### config.mk
export PLATFORM = sky130hd
export DESIGN_NAME = adc_fifo_apb_reader
export DESIGN_NICKNAME = d
export VERILOG_FILES = /design/src/rtl/adc_fifo_pkg.sv /design/src/rtl/adc_fifo_apb_reader.sv
export SDC_FILE = /design/constraint.sdc
export NUM_CORES = 1
export LEC_CHECK = 0
export CAP_MARGIN = 10
export CORE_MARGIN = 2
export CORE_UTILIZATION = 38
export DETAILED_ROUTE_END_ITERATION = 7
export PLACE_DENSITY = 0.87
export SETUP_SLACK_MARGIN = 0.05
export SKIP_CTS_REPAIR_TIMING = 1
export SLEW_MARGIN = 10
export SYNTH_ARGS = -nofsm -noshare
export SYNTH_HDL_FRONTEND = slang
export SYNTH_SLANG_ARGS = --single-unit
### constraint.sdc
create_clock -name clk -period 1.25 [get_ports clk]
set_input_delay 0.125 -clock clk [delete_from_list [all_inputs] [get_ports clk]]
set_output_delay 0.125 -clock clk [all_outputs]
set_load 0.01 [all_outputs]
### src/rtl/adc_fifo_pkg.sv
// Shared register map, STATUS/CTRL bit positions and FSM encoding for the
// ADC FIFO APB reader.
package adc_fifo_pkg;

  localparam logic [1:0] ADDR_DATA_LO = 2'd0;
  localparam logic [1:0] ADDR_DATA_HI = 2'd1;
  localparam logic [1:0] ADDR_STATUS  = 2'd2;
  localparam logic [1:0] ADDR_CTRL    = 2'd3;

  localparam int STATUS_EMPTY_BIT      = 0;
  localparam int STATUS_FULL_BIT       = 1;
  localparam int STATUS_HOLD_VALID_BIT = 2;
  localparam int STATUS_FULL_SEEN_BIT  = 3;
  localparam int STATUS_POP_LSB        = 16;

  localparam int CTRL_CLEAR_BIT  = 0;
  localparam int CTRL_IRQ_EN_BIT = 1;

  localparam logic [0:0] ST_IDLE = 1'b0;
  localparam logic [0:0] ST_RESP = 1'b1;

  typedef struct packed {
    logic [7:0] pop_count;
    logic       full_seen;
    logic       hold_valid;
    logic       fifo_full;
    logic       fifo_empty;
  } status_t;

  // Places the status fields at their architectural bit positions.
  function automatic logic [31:0] pack_status(input status_t s);
    logic [31:0] w;
    w = '0;
    w[STATUS_EMPTY_BIT]          = s.fifo_empty;
    w[STATUS_FULL_BIT]           = s.fifo_full;
    w[STATUS_HOLD_VALID_BIT]     = s.hold_valid;
    w[STATUS_FULL_SEEN_BIT]      = s.full_seen;
    w[STATUS_POP_LSB +: 8]       = s.pop_count;
    return w;
  endfunction

endpackage

### src/rtl/adc_fifo_apb_reader.sv
// APB3 slave that pops wide ADC samples from a show-ahead FIFO, exposing them
// as a low/high register pair plus status, control and a level interrupt.
module adc_fifo_apb_reader
  import adc_fifo_pkg::*;
#(
  parameter int DATA_WIDTH = 56
) (
  input  logic                  clk,
  input  logic                  rst_n,
  input  logic                  psel,
  input  logic                  penable,
  input  logic                  pwrite,
  input  logic [3:0]            paddr,
  input  logic [31:0]           pwdata,
  output logic [31:0]           prdata,
  output logic                  pready,
  output logic                  pslverr,
  output logic                  fifo_rd_en,
  output logic                  fifo_clear,
  input  logic [DATA_WIDTH-1:0] fifo_rd_data,
  input  logic                  fifo_empty,
  input  logic                  fifo_full,
  output logic                  irq
);

  logic [0:0]            state;
  logic [DATA_WIDTH-1:0] hold;
  logic                  hold_valid;
  logic [7:0]            pop_count;
  logic                  full_seen;
  logic                  irq_en;

  logic                  access;
  logic [1:0]            reg_sel;
  logic [31:0]           hold_hi;
  logic [31:0]           rdata_d;
  logic                  err_d;
  logic                  pop_req;
  logic                  clear_req;
  logic                  full_seen_clr;
  logic                  irq_en_wr;
  status_t               status;

  assign access  = (state == ST_IDLE) && psel && penable;
  assign reg_sel = paddr[3:2];
  assign hold_hi = 32'(hold >> 32);

  assign status.pop_count  = pop_count;
  assign status.full_seen  = full_seen;
  assign status.hold_valid = hold_valid;
  assign status.fifo_full  = fifo_full;
  assign status.fifo_empty = fifo_empty;

  // Decode of the access phase; the results are only committed on the
  // IDLE->RESP edge, so they may freely depend on live inputs here.
  always_comb begin
    rdata_d       = '0;
    err_d         = 1'b0;
    pop_req       = 1'b0;
    clear_req     = 1'b0;
    full_seen_clr = 1'b0;
    irq_en_wr     = 1'b0;
    if (pwrite) begin
      case (reg_sel)
        ADDR_DATA_LO, ADDR_DATA_HI: err_d = 1'b1;
        ADDR_STATUS:  full_seen_clr = pwdata[STATUS_FULL_SEEN_BIT];
        default: begin
          irq_en_wr = 1'b1;
          clear_req = pwdata[CTRL_CLEAR_BIT];
        end
      endcase
    end else begin
      case (reg_sel)
        ADDR_DATA_LO: begin
          if (fifo_empty) begin
            err_d = 1'b1;
          end else begin
            pop_req = 1'b1;
            rdata_d = fifo_rd_data[31:0];
          end
        end
        ADDR_DATA_HI: rdata_d = hold_hi;
        ADDR_STATUS:  rdata_d = pack_status(status);
        default:      rdata_d[CTRL_IRQ_EN_BIT] = irq_en;
      endcase
    end
  end

  // Two-state handshake: every access spends one cycle in IDLE, then one in
  // RESP with pready high and the strobes pulsed.
  always_ff @(posedge clk or negedge rst_n) begin
    if (!rst_n) begin
      state      <= ST_IDLE;
      pready     <= 1'b0;
      fifo_rd_en <= 1'b0;
      fifo_clear <= 1'b0;
    end else begin
      state      <= access ? ST_RESP : ST_IDLE;
      pready     <= access;
      fifo_rd_en <= access && pop_req;
      fifo_clear <= access && clear_req;
    end
  end

  always_ff @(posedge clk or negedge rst_n) begin
    if (!rst_n) begin
      prdata  <= '0;
      pslverr <= 1'b0;
    end else if (access) begin
      prdata  <= rdata_d;
      pslverr <= err_d;
    end
  end

  always_ff @(posedge clk or negedge rst_n) begin
    if (!rst_n) begin
      hold       <= '0;
      hold_valid <= 1'b0;
      pop_count  <= '0;
    end else if (access && clear_req) begin
      hold       <= '0;
      hold_valid <= 1'b0;
      pop_count  <= '0;
    end else if (access && pop_req) begin
      hold       <= fifo_rd_data;
      hold_valid <= 1'b1;
      pop_count  <= pop_count + 8'd1;
    end
  end

  // A full FIFO in the same cycle as a clear request keeps the flag set.
  always_ff @(posedge clk or negedge rst_n) begin
    if (!rst_n) begin
      full_seen <= 1'b0;
    end else if (fifo_full) begin
      full_seen <= 1'b1;
    end else if (access && (clear_req || full_seen_clr)) begin
      full_seen <= 1'b0;
    end
  end

  always_ff @(posedge clk or negedge rst_n) begin
    if (!rst_n) begin
      irq_en <= 1'b0;
    end else if (access && irq_en_wr) begin
      irq_en <= pwdata[CTRL_IRQ_EN_BIT];
    end
  end

  assign irq = irq_en && !fifo_empty;

  logic unused_bits;
  assign unused_bits = ^{paddr[1:0], pwdata[31:4], pwdata[2]};

endmodule

-- Word-level counts from Yosys, hierarchy flattened
Cells that the tools add are included.
- add/subtract/negate cells: 1
- eq/ne operators: 2
- mux-type cells: 27
- bitwise gates (word level): 1
- reductions and logical operators: 14
- operators by type and width (kind ; count):
    $mux W56 ; 2
    $pmux W30 S3 ; 1
    $mux W32 ; 2
    $mux W1 ; 18
    $mux W8 ; 2
    $add A8 B1 Y8 const B ; 1
    $logic_and A1 B1 Y1 ; 7
    $pmux W1 S3 ; 2
    $reduce_bool A2 Y1 ; 2
    $reduce_or A3 Y1 ; 1
    $eq A2 B1 Y1 const B ; 1
    $eq A2 B2 Y1 const B ; 1
    $logic_not A2 Y1 ; 1
    $reduce_or A2 Y1 ; 1
    $logic_not A1 Y1 ; 1
    $logic_or A1 B1 Y1 ; 1
    $not A1 Y1 ; 1
- register bits: 104
- output and inout port bits: 37
- logic and storage cells: 56

-- Logic depth before layout (Yosys ltp)
- depth in word-level cells: 8
- depth in mapped cells: 6
- gate-level depth less buffers: 5

-- Worst setup path after synthesis
No wires, ideal clock.
- kind: reg2reg
- start: reg pop_count[0]
- end: reg pop_count[6]
- setup time: 0.110 ns
- data arrival time: 1.240 ns
- slack: -0.100 ns
- stages on the path, launching flop included: 5
- path buffers: 0
- cell sequence: dfrtp_1 > ha_1 > nand3_1 > or2_2 > o41ai_1
- cells in the longest elaborated chain, start to end: 3
- ends and longest elaborated chain (item ; line ; source):
    from (decl) ; adc_fifo_apb_reader.sv:29 ; logic [7:0] pop_count;
    from (signal assigned) ; adc_fifo_apb_reader.sv:127 ; pop_count <= pop_count + 8'd1;
    $add A8 B1 Y8 ; adc_fifo_apb_reader.sv:127 ;
    $mux W8 ; adc_fifo_apb_reader.sv:124 ; end else if (access && pop_req) begin
    $mux W8 ; adc_fifo_apb_reader.sv:120 ; end else if (access && clear_req) begin
Every way passes these cells. The select of a mux whose other input is x is not followed.
A chain may end at the register's enable or synchronous reset.

==> results.sh <==
export IMPL_status="finished, violations left"
export IMPL_failed_checks="setup timing"
export IMPL_drv_cap=0
export IMPL_preCtsSetupSlack_ps=-628
export IMPL_final_core_util_pct=63.9
export IMPL_postRouteAntennaNets=0
export IMPL_synth_async_reset_ratio_pct=100
export IMPL_num_io_pins=136
export IMPL_finalNetCount=500
export IMPL_p_leak_nw=2.77
export IMPL_fp_row_count=32
export IMPL_syn_area_mm2=0.00311
export IMPL_wl_per_cell_um=18.3
export IMPL_clockBufferDepth=2
export IMPL_synth_top_cell_by_area="dfrtp_1"
export IMPL_worst_hold_path_type="primary input to asynchronous set/reset pin"
export IMPL_wl_um=9260
export IMPL_num_vias=2750
export IMPL_ys_top_cells_by_area="dfrtp_1 57%, a22o_1 9.6%, o21ai_0 4.7%, a32o_1 3.5%, a221o_1 3.2%"
export IMPL_fin_worst_skew_ps=8.11
export IMPL_maxSlewViolCount=0
export IMPL_fillers=603
export IMPL_dieArea_mm2=0.00891
export IMPL_finalHoldViolCount=0
export IMPL_area_delta_synth_final_pct=60.6
export IMPL_finalWorstSetupSlack_ps=-192
export IMPL_clk_pin_slew_ps=80
export IMPL_ys_warnings_count=0
export IMPL_syn_num_nets=369
export IMPL_drc=0
export IMPL_synth_top_flop_cell="dfrtp_1"
export IMPL_setup_tns_ps=-8310
export IMPL_layout_commonest_cell="dfrtp_1"
export IMPL_met1_length_um=4030
export IMPL_critPathMaxFanout=6
export IMPL_antennaDiodeCount=0
export IMPL_synthCells=269
export IMPL_antenna_found_initial=0
export IMPL_end_kind="register"
export IMPL_synth_area_per_cell_um2=11.5
export IMPL_place_gp_congestion=0.801
export IMPL_fmax_mhz=694
export IMPL_rsz0062_at_grt="true"
export IMPL_initial_utilization_pct=39.8
export IMPL_min_period_ps=1440
export IMPL_die_y_um=94.4
export IMPL_cp_common_cell="buf_6"
export IMPL_crit_family="compound AO/OA/AOI/OAI gates"
export IMPL_synth_edf_count=0
export IMPL_synth_top_cell_area_share_pct=57.2
export IMPL_synth_cell_types=39
export IMPL_setup_viol_count_final=69
export IMPL_r2r_end="prdata[17]"
export IMPL_route_met2_wl_um=4550
export IMPL_ys_seq_area_share_pct=57.2
export IMPL_worst_slew_pin_slew_ps=427
export IMPL_numCtsBuffers=9
export IMPL_ys_seq_elements=71
export IMPL_grt_max_degree=72
export IMPL_rrSetupSlack_ps=-190
export IMPL_cts_sinks=71
export IMPL_drt_iter0_drc=226
export IMPL_worstPathRequired_ps=1520
export IMPL_grt_pass1_wl_um=13600
export IMPL_grt_overflow=0
export IMPL_h_tree_depth=3
export IMPL_peakVddDrop_uv=976
export IMPL_portBuffers=104
export IMPL_max_slew_margin_pct=71.6
export IMPL_path_cells="nand3b_1 -> buf_6 -> a211oi_4 -> buf_6 -> a32o_1"
export IMPL_die_w_um=94.4
export IMPL_via_per_inst=5.42
export IMPL_drive_gt1_share_pct=19.8
export IMPL_wl_met3_um=642
export IMPL_core_mm2=0.00781
export IMPL_power_density_mw_per_mm2=1250
export IMPL_cts_tree="built"
export IMPL_cp_data_arrival_time_ps=1710
export IMPL_dr_pass1_iters=5
export IMPL_rr_worst_depth=5
export IMPL_post_route_period_util_pct=115
export IMPL_critPathSlowestCell="dfrtp_1"
export IMPL_path_class="register to register"
export IMPL_hold_ws_ps=331
export IMPL_clkLatencyLatePin_ps=340
export IMPL_mostFrequentLayoutCells="70 x dfrtp_1, 65 x clkdlybuf4s50_1, 37 x dlymetal6s2s_1, 34 x a22o_1, 24 x buf_4"
export IMPL_top_layer="met4"
export IMPL_clockRootBuffer="clkbuf_8"
export IMPL_critPathMaxStageDelay_ps=370
export IMPL_r2r_start="pready"
export IMPL_grt_total_usage_pct=20.0
export IMPL_cp_buffers_inverters=2
export IMPL_p_total_mw=6.25
export IMPL_startpoint_type="register"
export IMPL_grt_pass1_vias=2683
export IMPL_hpwl_um=6050
-- through the flow --
| stage | area [µm²] | instances |
|---|---|---|
| CTS | 4710 | 500 |
| global placement | 4430 | 484 |
| global route | 4990 | 507 |
| finish | 4990 | 507 |
| floorplan | 3170 | 269 |
| detailed placement | 4430 | 484 |
-- worst max path at each step --
stage                       startpoint      endpoint  slack, ps  cells past startpoint
after global placement        paddr[3]  pop_count[0]       -530                      7
final                           pready    prdata[17]       -190                      5
after CTS                   fifo_empty           irq       -340                      4
after floorplan           pop_count[0]  pop_count[6]        -60                      5
after detailed placement      paddr[3]     prdata[1]       -630                      5
after global routing            pready  pop_count[6]       -270                      5
-- state kept, by name (all words and copies together), names as in the netlist --
register	count
fifo_clear	1
pop_count	8
hold	24
fifo_rd_en	1
irq_en	1
hold_valid	1
pslverr	1
full_seen	1
pready	1
prdata	32
-- Yosys cell counts (all sizes together), types with 3 or more instances --
cell type and instances:
buf 18, o21ai 30, nor2 5, a21oi 3
inv 13, a22oi 12, mux2i 3, a221o 10
a32o 11, a22o 34, clkbuf 4, nand2 26
dfrtp 71, nand4 3
-- cell families (layout without fill, tap and decap cells) --
group / after synthesis / in the layout / share of synthesized area, %
AND/OR/NAND/NOR: 46 / 46 / 7.37
AO/OA/AOI/OAI: 110 / 110 / 27.2
adder cells (fa/ha/maj): 1 / 1 / 0.403
multiplexers: 5 / 5 / 1.69
buffers and inverters: 36 / 172 / 6.16
flip-flops: 71 / 71 / 57.2
-- area by class of cell --
cell class | instances | area [µm²] | share of cell area (%)
inverters | 14 | 65.1 | 1.30
clock buffers | 11 | 151 | 3.04
repair buffers | 140 | 1470 | 29.4
flip-flops and latches | 71 | 1780 | 35.6
well taps | 102 | 128 | 2.56
clock inverters | 5 | 128 | 2.56
repair inverters | 2 | 20.0 | 0.401
multi-input cells | 162 | 1250 | 25.1
-- where the power goes --
| group | switching (mW) | total [mW] | internal (mW) |
|---|---|---|---|
| clock network | 0.841 | 2.48 | 1.64 |
| logic | 0.431 | 1.05 | 0.617 |
| registers | 0.184 | 2.72 | 2.54 |
| total | 1.46 | 6.25 | 4.79 |
-- worst reg2reg max path, stage by stage, from the launching register on --
cell	delay, ps
dfrtp_1	370
nand3b_1	250
buf_6	180
a211oi_4	230
buf_6	180
a32o_1	160
-- metal layers --
layer	track usage [%]	up-vias
met5	0	-
met4	4.35	0
met3	5.27	6
met2	31.7	108
met1	27.8	1351
li1	-	1285
Power figures use the tool's default switching activity.
